`src/rtl/muldiv_pkg.sv`:
```
// Shared types for the RV32M multiply/divide sequencer.
package muldiv_pkg;

  typedef enum logic [2:0] {
    MUL    = 3'b000,
    MULH   = 3'b001,
    MULHSU = 3'b010,
    MULHU  = 3'b011,
    DIV    = 3'b100,
    DIVU   = 3'b101,
    REM    = 3'b110,
    REMU   = 3'b111
  } m_op_e;

  typedef enum logic [1:0] {
    IDLE  = 2'b00,
    CALC  = 2'b01,
    FIXUP = 2'b10,
    DONE  = 2'b11
  } seq_state_e;

  localparam logic [6:0] FUNCT7_MULDIV = 7'b0000001;

  function automatic logic op_is_div(m_op_e op);
    return op inside {DIV, DIVU, REM, REMU};
  endfunction

  function automatic logic op_a_signed(m_op_e op);
    return op inside {MUL, MULH, MULHSU, DIV, REM};
  endfunction

  function automatic logic op_b_signed(m_op_e op);
    return op inside {MUL, MULH, DIV, REM};
  endfunction

endpackage

```
`src/rtl/muldiv_seq.sv`:
```
// Radix-2 iterative multiply/divide sequencer for the RV32M ops.
// One shift-add or restoring shift-subtract step per cycle on operand
// magnitudes; signs are re-applied in FIXUP.
module muldiv_seq
  import muldiv_pkg::*;
#(
  parameter int unsigned WIDTH = 32
) (
  input  logic             clk,
  input  logic             rst_n,
  input  logic             start_i,
  input  logic [2:0]       funct3_i,
  input  logic [WIDTH-1:0] op_a_i,
  input  logic [WIDTH-1:0] op_b_i,
  input  logic             flush_i,
  output logic             busy_o,
  output logic             done_o,
  output logic [WIDTH-1:0] result_o,
  output logic             stall_o
);

  localparam int unsigned CW = $clog2(WIDTH);
  localparam logic [WIDTH-1:0] MIN_NEG = {1'b1, {(WIDTH-1){1'b0}}};

  seq_state_e          state_q;
  logic [CW-1:0]       cnt_q;
  logic [2*WIDTH-1:0]  acc_q, acc_d;
  logic [WIDTH-1:0]    mag_b_q;
  m_op_e               op_q;
  logic                neg_res_q, neg_rem_q, raw_q, done_q;
  logic [WIDTH-1:0]    result_q, result_d;

  m_op_e               op_in;
  logic                sa_in, sb_in, div0_in, ovf_in;
  logic [WIDTH-1:0]    mag_a_in, mag_b_in;
  logic [WIDTH:0]      mul_sum, div_trial;
  logic [2*WIDTH-1:0]  prod;
  logic [WIDTH-1:0]    quo, rem;

  // Decode the incoming op: effective signs, magnitudes and short-circuit cases.
  always_comb begin
    op_in    = m_op_e'(funct3_i);
    sa_in    = op_a_signed(op_in) & op_a_i[WIDTH-1];
    sb_in    = op_b_signed(op_in) & op_b_i[WIDTH-1];
    mag_a_in = sa_in ? -op_a_i : op_a_i;
    mag_b_in = sb_in ? -op_b_i : op_b_i;
    div0_in  = op_is_div(op_in) && (op_b_i == '0);
    ovf_in   = (op_in == DIV || op_in == REM) && (op_a_i == MIN_NEG) && (op_b_i == '1);
  end

  // One iteration: acc = {hi, lo}. Multiply adds into hi and shifts right;
  // divide shifts left and subtracts the divisor when it fits.
  always_comb begin
    mul_sum   = {1'b0, acc_q[2*WIDTH-1:WIDTH]} + (acc_q[0] ? {1'b0, mag_b_q} : '0);
    div_trial = acc_q[2*WIDTH-1:WIDTH-1] - {1'b0, mag_b_q};
    if (op_is_div(op_q)) begin
      if (!div_trial[WIDTH]) acc_d = {div_trial[WIDTH-1:0], acc_q[WIDTH-2:0], 1'b1};
      else                   acc_d = {acc_q[2*WIDTH-2:0], 1'b0};
    end else begin
      acc_d = {mul_sum, acc_q[WIDTH-1:1]};
    end
  end

  // Sign fixup and field selection; short-circuit results bypass the sign fix.
  always_comb begin
    prod = neg_res_q ? -acc_q : acc_q;
    quo  = acc_q[WIDTH-1:0];
    rem  = acc_q[2*WIDTH-1:WIDTH];
    if (!raw_q) begin
      if (neg_res_q) quo = -acc_q[WIDTH-1:0];
      if (neg_rem_q) rem = -acc_q[2*WIDTH-1:WIDTH];
    end
    result_d = rem;
    case (op_q)
      MUL:                 result_d = prod[WIDTH-1:0];
      MULH, MULHSU, MULHU: result_d = prod[2*WIDTH-1:WIDTH];
      DIV, DIVU:           result_d = quo;
      default:             result_d = rem;
    endcase
  end

  // Sequencer FSM with counter, work registers and registered outputs.
  always_ff @(posedge clk or negedge rst_n) begin
    if (!rst_n) begin
      state_q   <= IDLE;
      cnt_q     <= '0;
      acc_q     <= '0;
      mag_b_q   <= '0;
      op_q      <= MUL;
      neg_res_q <= 1'b0;
      neg_rem_q <= 1'b0;
      raw_q     <= 1'b0;
      done_q    <= 1'b0;
      result_q  <= '0;
    end else if (flush_i) begin
      state_q <= IDLE;
      done_q  <= 1'b0;
    end else begin
      case (state_q)
        IDLE: begin
          done_q <= 1'b0;
          if (start_i) begin
            op_q      <= op_in;
            mag_b_q   <= mag_b_in;
            neg_res_q <= sa_in ^ sb_in;
            neg_rem_q <= sa_in;
            cnt_q     <= CW'(WIDTH - 1);
            // Short-circuit results are preloaded as {remainder, quotient}.
            if (div0_in) begin
              acc_q   <= {op_a_i, {WIDTH{1'b1}}};
              raw_q   <= 1'b1;
              state_q <= FIXUP;
            end else if (ovf_in) begin
              acc_q   <= {{WIDTH{1'b0}}, MIN_NEG};
              raw_q   <= 1'b1;
              state_q <= FIXUP;
            end else begin
              acc_q   <= {{WIDTH{1'b0}}, mag_a_in};
              raw_q   <= 1'b0;
              state_q <= CALC;
            end
          end
        end
        CALC: begin
          acc_q <= acc_d;
          if (cnt_q == '0) state_q <= FIXUP;
          else             cnt_q   <= cnt_q - CW'(1);
        end
        FIXUP: begin
          result_q <= result_d;
          done_q   <= 1'b1;
          state_q  <= DONE;
        end
        default: begin
          done_q  <= 1'b0;
          state_q <= IDLE;
        end
      endcase
    end
  end

  assign busy_o   = (state_q != IDLE);
  assign done_o   = done_q;
  assign result_o = result_q;
  assign stall_o  = rst_n & start_i & ~done_q;

endmodule
```
`config.mk`:
```
export PLATFORM = sky130hd
export DESIGN_NAME = muldiv_seq
export DESIGN_NICKNAME = d
export VERILOG_FILES = /design/src/rtl/muldiv_pkg.sv /design/src/rtl/muldiv_seq.sv
export SDC_FILE = /design/constraint.sdc
export NUM_CORES = 1
export LEC_CHECK = 0
export CELL_PAD_IN_SITES_DETAIL_PLACEMENT = 1
export CELL_PAD_IN_SITES_GLOBAL_PLACEMENT = 1
export CORE_MARGIN = 2
export CORE_UTILIZATION = 25
export DETAILED_ROUTE_END_ITERATION = 7
export GPL_TIMING_DRIVEN = 0
export PLACE_DENSITY_LB_ADDON = 0.1
export SYNTH_ARGS = -nofsm -noshare
export SYNTH_HDL_FRONTEND = slang
export SYNTH_SLANG_ARGS = --single-unit
```
`constraint.sdc`:
```
create_clock -name clk -period 3.22 [get_ports clk]
set_input_delay 0.483 -clock clk [delete_from_list [all_inputs] [get_ports clk]]
set_output_delay 0.483 -clock clk [all_outputs]
set_load 0.02 [all_outputs]
```
==> run_results.csv, run 1 <==
group,metric,value,unit
timing,drv_slew,0,
timing,worstMarginPinSlew,944.5,ps
synth,synth_edf_count,0,
place,place_inst,2871,
global_route,grt_pass1_vias,17230,
critical_path,end_kind,"register",
layout,layout.cells.non_filler,3002,
job,drv_cap,0,
clock_network,htree_levels,4,
clock_network,cts_sinks,142,
layout,final_area,20130,um^2
power_and_ir_drop,power_density,1280,nW/um^2
routing,post-route-drc-count,0,
critical_path,required,3630,ps
clock_network,clock_path_buffers,2,
synth,ys_warn_count,0,
layout,finalNetCount,2363,
synth,synth-seq-area-share,23.93,%
synth,synth_area_leader_cell,"dfrtp_1",
routing,dr.pass1.iters,5,
synth,netlist_area,14850,um^2
synth,async_flop_share,100.0,%
power_and_ir_drop,vdd_ir_drop_max,0.8439,mV
timing,finalCritPeriodShare,104.2,%
power_and_ir_drop,leakage,7.822,nW
floorplan,io_pins,106,
routing,via_per_inst,5.681,
global_route,grt_max_degree,76,
routing,routedWlPerCell,27.37,um
global_route,gr-total-overflow,0,
floorplan,die_area,61370,um^2
status,outcome,"finished with violations",
synth,ys_seq_elements,142,
status,violations,"setup timing",
layout,drive_above_1_share,20.38,%
routing,drt.antenna.violating_nets,0,
place,portBuffers,105,
routing,wirelength,82.18,mm
floorplan,core,58910,um^2
synth,syn_nets,2140,
place,place_ws,-1737,ps
timing,clock-skew-final,13.87,ps
critical_path,worstPathArrival,3770,ps
global_route,grt_antenna_before_repair,3,
timing,hold_viol,0,
timing,fmax,298.0,MHz
clock_network,cts_made_buffers,17,
worst_hold_path,holdCritPathClass,"input pin to async pin",
timing,fin_crit,3355,ps
floorplan,chipHeight,247.7,um
routing,initialDrtViolationCount,1163,
critical_path,crit_type,"register to register",
synth,synth-main-ff-cell,"dfrtp_1",
clock_network,cts.clk_slew.worst_paths,70,ps
timing,slew_headroom,37.04,%
timing,rsz0062_at_grt,"yes",
clock_network,cts_tree,"yes",
synth,netlist_instances,1992,
critical_path,critPathLaunchType,"register",
global_route,grtUsageTotal,26.51,%
timing,setup_viol,16,
synth,synth_cell_types,83,
place,dp_hpwl,63.91,mm
synth,yosys-top-cells-area,"dfrtp_1 (24%), a21oi_1 (6.4%), ha_1 (6.3%), nand2_1 (6.1%), o21ai_0 (5.9%)",
synth,synth_area_per_cell,7.455,um^2
floorplan,chipWidth,247.7,um
clock_network,cts_root_buf,"clkbuf_16",
routing,vias,17060,
timing,worst_slack,-135.4,ps
clock_network,clkLatencyLatePin,490,ps
place,gp_congestion,0.9487,
floorplan,rows,89,
synth,yosysTopAreaCellShare,23.93,%
layout,areaGrowthSynthToFinish,35.58,%
floorplan,start_util,25.21,%
timing,tns,-809.1,ps
place,postPlaceCellArea,16910,um^2
layout,final_core_util,34.18,%
global_route,grt_pass1_wl,118.3,mm
critical_path,crit_fanout,4,
through the flow:
stage | power [mW] | hold WS, ps
finish | 25.78 | 9.704
global route | 27.22 | 37.60
CTS | 23.43 | 6.067
detailed placement | 19.35 | 469.1
global placement | 19.20 | 461.9
floorplan | 13.16 | 187.4
kinds of logic after synthesis:
family / count (synthesis) / synth area share (%)
flip-flops: 142 / 23.93
XOR/XNOR: 170 / 10.13
AO/OA/AOI/OAI: 683 / 29.21
AND/OR/NAND/NOR: 660 / 21.16
buffers and inverters: 210 / 5.552
adder cells (fa/ha/maj): 77 / 6.589
multiplexers: 50 / 3.438
timing repair:
| action | 4_1_cts | 5_1_grt |
|---|---|---|
| cloned | 3 | 3 |
| setup buffers | 62 | 44 |
| hold buffers | 1 | 0 |
| setup endpoints to repair | 95 | 74 |
| pin swaps | 41 | 89 |
| resized for setup | 205 | 234 |
| hold endpoints to repair | 68 | 0 |
final cells by class:
type	instances	area [um^2]
multi-input cells	1640	11990
diodes	1	2.502
plain buffers	122	611.8
fillers	7011	38770
flip-flops and latches	142	3580
inverters	73	284.0
clock inverters	11	108.9
clock buffers	21	450.4
well taps	773	967.2
repair buffers	219	2142
critical path, stage by stage, from the launching register on:
cell,delay [ps]
dfrtp_2,460
ha_4,250
a21o_1,190
or3_4,340
o21a_4,240
o31a_1,290
a21bo_4,280
buf_12,140
xnor2_4,140
buf_6,160
buf_12,140
a2111o_1,380
a211oi_2,240
synth_stat cells (all sizes together), types with 32 or more instances:
master and instances:
nor2 162, nor3 57, nand2 241, o31ai 36, ha 75, a21oi 189
xnor2 87, xor2 83, dfrtp 142, o21ai 190, nand3 42, a31oi 32
clkbuf 112, mux2i 42, inv 72
state kept, by name (all words and copies together), names as in the netlist, 2 cells and up:
name,flops
acc_q,64
cnt_q,5
mag_b_q,32
op_q,3
result_o,32
state_q,2
power breakdown:
group / leakage (nW) / switching [mW] / internal, mW
logic: 5.83 / 12.1 / 7.70
clock network: 0.260 / 0.955 / 1.09
registers: 1.73 / 1.30 / 2.61
total: 7.82 / 14.4 / 11.4
cell usage in the layout, fill, tap and decap left out, types with 14 or more instances in the layout:
cell,instances
o21ai_1,33
nand2b_1,15
nand3_1,37
a211oi_1,20
a21o_1,31
o31ai_1,30
ha_1,49
buf_6,21
a21oi_2,30
ha_4,18
dfrtp_1,123
clkbuf_16,19
dfrtp_2,18
nor2_1,146
or3_1,20
o211ai_1,15
o21ai_0,140
clkbuf_1,86
inv_1,63
clkdlybuf4s50_1,100
buf_4,85
clkbuf_2,14
a221oi_1,18
nand4_1,23
nor3_1,42
a21oi_1,150
o21ai_2,15
xor2_1,82
a31oi_1,29
nand2_1,227
mux2i_1,40
xnor2_1,82
worst paths after layout:
kind | cells after the start | slack [ps] | from | to
max | 12 | -140 | acc_q[36]$_DFFE_PN0P_ | acc_q[60]$_DFFE_PN0P_
min | 2 | 10 | rst_n | acc_q[37]$_DFFE_PN0P_
max reg2reg | 12 | -140 | acc_q[36]$_DFFE_PN0P_ | acc_q[60]$_DFFE_PN0P_
min reg2reg | 2 | 480 | result_o[19]$_DFFE_PN0P_ | result_o[19]$_DFFE_PN0P_
max in group asynchronous | 2 | 2790 | rst_n | acc_q[61]$_DFFE_PN0P_
min in group clk | 2 | 480 | result_o[19]$_DFFE_PN0P_ | result_o[19]$_DFFE_PN0P_
routing by layer:
| layer | routed length (um) | up-vias | GRT usage, % |
|---|---|---|---|
| met1 | 36340 | 8701 | 34.12 |
| met5 | 24 | - | 0 |
| li1 | - | 7738 | - |
| met3 | 3660 | 132 | 4.077 |
| met2 | 38960 | 480 | 44.03 |
| met4 | 3191 | 4 | 11.10 |
(Power assumes the default switching activity.)
==> run 2: changes to the inputs <==
--- a/config.mk
+++ b/config.mk
@@ -11,7 +11,7 @@
 export CORE_UTILIZATION = 25
 export DETAILED_ROUTE_END_ITERATION = 7
 export GPL_TIMING_DRIVEN = 0
-export PLACE_DENSITY_LB_ADDON = 0.1
+export PLACE_DENSITY = 0.6
 export SYNTH_ARGS = -nofsm -noshare
 export SYNTH_HDL_FRONTEND = slang
 export SYNTH_SLANG_ARGS = --single-unit
==> constraint.sdc (replaced) <==
create_clock -name clk -period 3.6 [get_ports clk]
set_input_delay 0.54 -clock clk [delete_from_list [all_inputs] [get_ports clk]]
set_output_delay 0.54 -clock clk [all_outputs]
set_load 0.02 [all_outputs]
==> run 2 against run 1 <==
  * The run now ends clean
  * Routed wire length shrank 6.9%
  * Via count shrank 3.1%
  * Combinational power shrank 26%
  * Maximum frequency shrank 4.8%
  * Die area is the same
  * Clock skew grew 6.9 ps
  * Critical path type unchanged
  * Critical endpoint is now acc_q[63]$_DFFE_PN0P_
  * Largest power group unchanged
==> run_results.csv, run 2 (synthesis results as in run 1) <==
group,metric,value,unit
clock_network,clkLatencyLatePin,520,ps
global_route,grt_max_degree,77,
timing,holdWs,19.33,ps
critical_path,cp_top_family,"compound AO/OA/AOI/OAI gates",
place,place_ws,-1212,ps
timing,worst_slack,77.30,ps
routing,initialDrtViolationCount,1296,
floorplan,io_pins,106,
clock_network,cts_made_buffers,17,
clock_network,cts_tree,"yes",
global_route,gr-total-overflow,0,
timing,drv_slew,0,
floorplan,rows,89,
layout,layout.cells.non_filler,2917,
timing,rsz0062_at_grt,"yes",
clock_network,cts.clk_slew.worst_paths,70,ps
power_and_ir_drop,total_power,20.05,mW
global_route,grt_pass1_vias,16800,
critical_path,required,4040,ps
routing,routedWlPerCell,26.24,um
layout,fillers,7114,
critical_path,crit_fanout,5,
place,gp_congestion,0.9480,
layout,finalNetCount,2278,
layout,final_common_cell,"nand2_1",
timing,tns,0,ps
critical_path,cpPeakStageDelay,450,ps
critical_path,crit_type,"register to register",
critical_path,worstPathArrival,3960,ps
layout,largest_reg_flops,64,
layout,final_area,18070,um^2
floorplan,core,58910,um^2
global_route,grtUsageTotal,25.15,%
job,drv_cap,0,
layout,largest_register,"acc_q",
power_and_ir_drop,power_density,1109,nW/um^2
critical_path,r2r-start,"acc_q[36]$_DFFE_PN0P_",
critical_path,r2r_end,"acc_q[63]$_DFFE_PN0P_",
critical_path,worstPathCellList,"ha_1 -> a21o_1 -> or3_1 -> o21a_2 -> o31a_1 -> a21bo_4 -> xnor2_4 -> buf_12 -> a2111o_1 -> a211oi_2 -> a221o_1",
routing,vias,16530,
timing,fmax,283.9,MHz
power_and_ir_drop,swShare,57.38,%
critical_path,cp_num_buf_inv,1,
routing,post-route-drc-count,0,
power_and_ir_drop,switchingPower,11.51,mW
critical_path,critPathLaunchType,"register",
timing,slew_headroom,11.83,%
routing,dr.pass1.iters,5,
timing,clock-skew-final,20.74,ps
place,place_inst,2871,
clock_network,cts_hold_buf,0,
timing,finalCritPeriodShare,97.85,%
timing,worstMarginPinSlew,1310,ps
clock_network,htree_levels,4,
routing,drt.antenna.violating_nets,0,
power_and_ir_drop,pwr-share-comb,73.0,%
layout,final_cell_mix,"nand2_1 (240), a21oi_1 (182), o21ai_0 (170), nor2_1 (160), dfrtp_1 (135)",
timing,fin_crit,3523,ps
routing,via_per_inst,5.667,
layout,areaGrowthSynthToFinish,21.71,%
power_and_ir_drop,p_int,8.546,mW
floorplan,start_util,25.21,%
timing,hold_viol,0,
global_route,grt_antenna_before_repair,1,
layout,multiInputGateArea,10850,um^2
clock_network,clock_path_buffers,2,
routing,wirelength,76.54,mm
floorplan,die_area,61370,um^2
place,portBuffers,105,
power_and_ir_drop,leakage,7.043,nW
critical_path,rr_worst_depth,11,
critical_path,r2r_setup_slack,80,ps
place,dp_hpwl,60.97,mm
floorplan,chipWidth,247.7,um
global_route,grt_pass1_wl,112.8,mm
place,postPlaceCellArea,16900,um^2
floorplan,chipHeight,247.7,um
status,outcome,"finished, final reports clean",
timing,setup_viol,0,
clock_network,cts_sinks,142,
critical_path,end_kind,"register",
layout,regArea,3562,um^2
power_and_ir_drop,clock_power_share,9.7,%
worst_hold_path,holdCritPathClass,"input pin to async pin",
clock_network,cts_root_buf,"clkbuf_16",
power_and_ir_drop,vdd_ir_drop_max,0.5052,mV
layout,final_core_util,30.68,%
critical_path,crit_path_top_delay_cell,"dfrtp_1",
layout,drive_above_1_share,8.399,%
power_and_ir_drop,seqPwrFrac,17.2,%
run 2: cell count changes in the layout (fill, tap and decap cells not counted), sizes merged:
cell           delta
buf              -87
bufinv            +2
clkdlybuf4s15     -1
clkdlybuf4s50     +4
clkinv            -1
clkinvlp          +1
dlygate4sd2       -1
dlymetal6s2s      -3
inv               +1
run 2: routing by layer:
| metal | routed length [um] | track usage [%] |
|---|---|---|
| met5 | 0 | 0 |
| met4 | 4013 | 12.68 |
| met3 | 4156 | 4.650 |
| met2 | 35120 | 40.73 |
| met1 | 33250 | 31.93 |
run 2: repair_timing:
item                                    CTS  global route
endpoints found under the hold margin     0             0
buffers inserted                         10             8
pin swaps                                 9             7
gates cloned                              1             0
endpoints found under the setup margin   78            77
gates resized for setup                  59            43
run 2: how the worst max path moves through the flow:
| stage | from | endpoint | slack, ps | cells after the start |
|---|---|---|---|---|
| after floorplan | acc_q[0]$_DFFE_PN0P_ | acc_q[54]$_DFFE_PN0P_ | 280 | 14 |
| after global placement | rst_n | state_q[1]$_DFFE_PN0P_ | -4660 | 1 |
| after detailed placement | acc_q[0]$_DFFE_PN0P_ | result_o[22]$_DFFE_PN0P_ | -1210 | 14 |
| after CTS | acc_q[31]$_DFFE_PN0P_ | acc_q[46]$_DFFE_PN0P_ | -10 | 13 |
| after global routing | acc_q[45]$_DFFE_PN0P_ | acc_q[61]$_DFFE_PN0P_ | -50 | 11 |
| final | acc_q[36]$_DFFE_PN0P_ | acc_q[63]$_DFFE_PN0P_ | 80 | 11 |
run 2: worst register-to-register path: cells and delay by family (launching register included):
kind / cells / cell delay, ps
flip-flops: 1 / 450
buffers and inverters: 1 / 190
AND/OR/NAND/NOR: 1 / 350
AO/OA/AOI/OAI: 7 / 1860
adder cells (fa/ha/maj): 1 / 400
XOR/XNOR: 1 / 210
run 2: layout make-up:
class	instances	area share, %
multi-input combinational	1640	60.04
sequential	142	19.71
timing repair buffer	125	6.874
tap	773	5.351
buffer	131	3.136
clock buffer	18	2.430
inverter	73	1.530
clock inverter	14	0.9137
antenna	1	0.01384
run 2: power groups by stage:
stage | combinational, mW | clock [mW] | sequential [mW]
final | 14.6 | 1.95 | 3.46
after global routing | 15.8 | 2.04 | 3.53
after global placement | 13.5 | 0 | 3.40
after detailed placement | 13.7 | 0 | 3.43
after floorplan | 8.65 | 0 | 3.11
after CTS | 14.2 | 1.99 | 3.42
==> run 3: changes to the inputs <==
--- a/config.mk
+++ b/config.mk
@@ -9,8 +9,8 @@
 export CELL_PAD_IN_SITES_GLOBAL_PLACEMENT = 1
 export CORE_MARGIN = 2
 export CORE_UTILIZATION = 25
+export CTS_CLUSTER_DIAMETER = 60
 export DETAILED_ROUTE_END_ITERATION = 7
-export GPL_TIMING_DRIVEN = 0
 export PLACE_DENSITY = 0.6
 export SYNTH_ARGS = -nofsm -noshare
 export SYNTH_HDL_FRONTEND = slang
==> run 3 against run 2 <==
  * Hold slack improved by 230 ps
  * Non-clock buffer count increased by 68
  * Register-to-register slack improved by 30 ps
  * Count of clock-buffer cells in the layout increased by 6
  * Maximum frequency increased by 0.75%
  * Via count increased by 0.15%
==> run_results.csv, run 3 (synthesis results as in run 1) <==
group,metric,value,unit
clock_network,cts_hold_buf,0,
global_route,grtUsageTotal,23.42,%
place,gp_congestion,0.9181,
layout,finalNetCount,2346,
layout,areaGrowthSynthToFinish,26.28,%
clock_network,cts_root_buf,"clkbuf_16",
place,place_inst,2950,
critical_path,cp-endpoint,"acc_q[62]$_DFFE_PN0P_",
critical_path,cp.depth,13,
critical_path,cp_top_family,"compound AO/OA/AOI/OAI gates",
global_route,grt_pass1_vias,16940,
worst_hold_path,holdCritPathClass,"input pin to async pin",
critical_path,cp_num_buf_inv,3,
timing,worstMarginPinSlew,979.3,ps
floorplan,rows,89,
floorplan,io_pins,106,
critical_path,r2r_setup_slack,100,ps
place,dp_hpwl,57.29,mm
layout,antennaDiodeCount,0,
critical_path,r2r-start,"acc_q[36]$_DFFE_PN0P_",
clock_network,clkLatencyLatePin,500,ps
critical_path,required,4020,ps
status,outcome,"finished, final reports clean",
critical_path,setup.worst_path.start,"acc_q[36]$_DFFE_PN0P_",
routing,drt.antenna.violating_nets,0,
global_route,grt_max_degree,106,
power_and_ir_drop,total_power,19.94,mW
critical_path,worstPathCellList,"ha_1 -> a21o_1 -> or3_1 -> o21a_1 -> o31a_1 -> a21bo_2 -> buf_4 -> xor2_2 -> buf_12 -> buf_4 -> nor2_1 -> a21oi_1 -> a31oi_1",
global_route,grt_antenna_before_repair,1,
routing,via_per_inst,5.548,
critical_path,r2r_end,"acc_q[62]$_DFFE_PN0P_",
floorplan,chipWidth,247.7,um
routing,dr.pass1.iters,5,
floorplan,start_util,25.21,%
timing,slew_headroom,34.72,%
layout,drive_above_1_share,14.34,%
clock_network,clock_path_buffers,2,
global_route,gr-total-overflow,0,
timing,fin_crit,3497,ps
clock_network,cts_tree,"yes",
power_and_ir_drop,power_density,1063,nW/um^2
layout,largest_reg_flops,64,
layout,largest_register,"acc_q",
clock_network,cts.clk_slew.worst_paths,70,ps
critical_path,worstPathArrival,3920,ps
job,drv_cap,0,
critical_path,crit_top_cell,"buf_4",
critical_path,end_kind,"register",
routing,wirelength,71.35,mm
layout,final_common_cell,"nand2_1",
global_route,grt_pass1_wl,107.2,mm
timing,drv_slew,0,
floorplan,chipHeight,247.7,um
floorplan,die_area,61370,um^2
critical_path,rr_worst_depth,13,
layout,final_cell_mix,"nand2_1 (240), buf_4 (209), a21oi_1 (186), o21ai_0 (166), nor2_1 (161)",
place,portBuffers,105,
timing,fmax,286.0,MHz
power_and_ir_drop,vdd_ir_drop_max,0.4490,mV
timing,rsz0062_at_grt,"no",
timing,hold_viol,0,
clock_network,htree_levels,4,
timing,finalCritPeriodShare,97.13,%
routing,initialDrtViolationCount,1047,
power_and_ir_drop,leakage,7.765,nW
critical_path,cpPeakStageDelay,440,ps
layout,layout.cells.non_filler,2984,
critical_path,crit_path_top_delay_cell,"dfrtp_1",
floorplan,core,58910,um^2
routing,post-route-drc-count,0,
critical_path,crit_fanout,23,
routing,vias,16560,
critical_path,critPathLaunchType,"register",
clock_network,cts_made_buffers,17,
timing,clock-skew-final,16.02,ps
critical_path,crit_type,"register to register",
timing,setup_viol,0,
routing,routedWlPerCell,23.91,um
clock_network,cts_sinks,142,
-- run 3: changes by cell type in the layout (fill, tap and decap cells not counted), sizes merged --
| cell | before | now |
|---|---|---|
| bufinv | 3 | 0 |
| buf | 47 | 220 |
| inv | 74 | 73 |
| clkinvlp | 5 | 4 |
| clkinv | 5 | 4 |
| diode | 1 | 0 |
| clkbuf | 123 | 24 |
-- run 3: worst register-to-register path: stages (launching register included) --
cell and delay [ps]:
dfrtp_1 440, ha_1 330, a21o_1 200, or3_1 350, o21a_1 250, o31a_1 350, a21bo_2 240, buf_4 140
xor2_2 160, buf_12 210, buf_4 170, nor2_1 310, a21oi_1 100, a31oi_1 190
-- run 3: power by group --
group          internal (mW)  leakage, nW  switching (mW)
registers               2.32         1.75           0.719
clock network          0.970        0.265           0.819
logic                   5.86         5.75            9.24
total                   9.15         7.76            10.8
-- run 3: metal layers --
layer	vias to the layer above	share of wire [%]	GRT usage, %
li1	7704	-	-
met1	8308	44	30.06
met2	426	47	38.48
met3	118	4.7	3.698
met4	0	4.3	10.76
met5	-	0	0
-- run 3: timing repair --
item                       4_1_cts  5_1_grt
resized for setup                3       29
setup endpoints to repair        2       27
setup buffers                    0        2
pin swaps                        0        4
-- run 3: per-stage QoR --
step | util (%) | cell area, um^2 | hold WS [ps] | setup slack, ps | TNS (ps)
2_1_floorplan | - | 14850 | 244.4 | 281.4 | 0
3_3_place_gp | 30.69 | 18080 | 462.9 | -137.9 | -209.6
3_5_place_dp | 30.69 | 18080 | 470.7 | -131.5 | -231.9
4_1_cts | 31.65 | 18650 | 231.8 | 0.5715 | 0
5_1_grt | 31.83 | 18750 | 270.4 | 2.054 | 0
6_report | 31.83 | 18750 | 245.0 | 103.4 | 0
-- run 3: how the worst min path moves through the flow --
stage                                    end  slack, ps  cells past startpoint
finish                  acc_q[2]$_DFFE_PN0P_        240                      2
global route            acc_q[2]$_DFFE_PN0P_        270                      2
CTS                     acc_q[0]$_DFFE_PN0P_        230                      2
detailed placement  result_o[22]$_DFFE_PN0P_        470                      2
global placement    result_o[30]$_DFFE_PN0P_        460                      2
floorplan               acc_q[0]$_DFFE_PN0P_        240                      0
-- run 3: layout make-up --
cell class	count	area, um^2
inverters	73	274.0
multi-input cells	1640	10580
flip-flops and latches	142	3556
clock inverters	8	57.56
fillers	7142	40150
repair buffers	324	2821
clock buffers	24	501.7
well taps	773	967.2
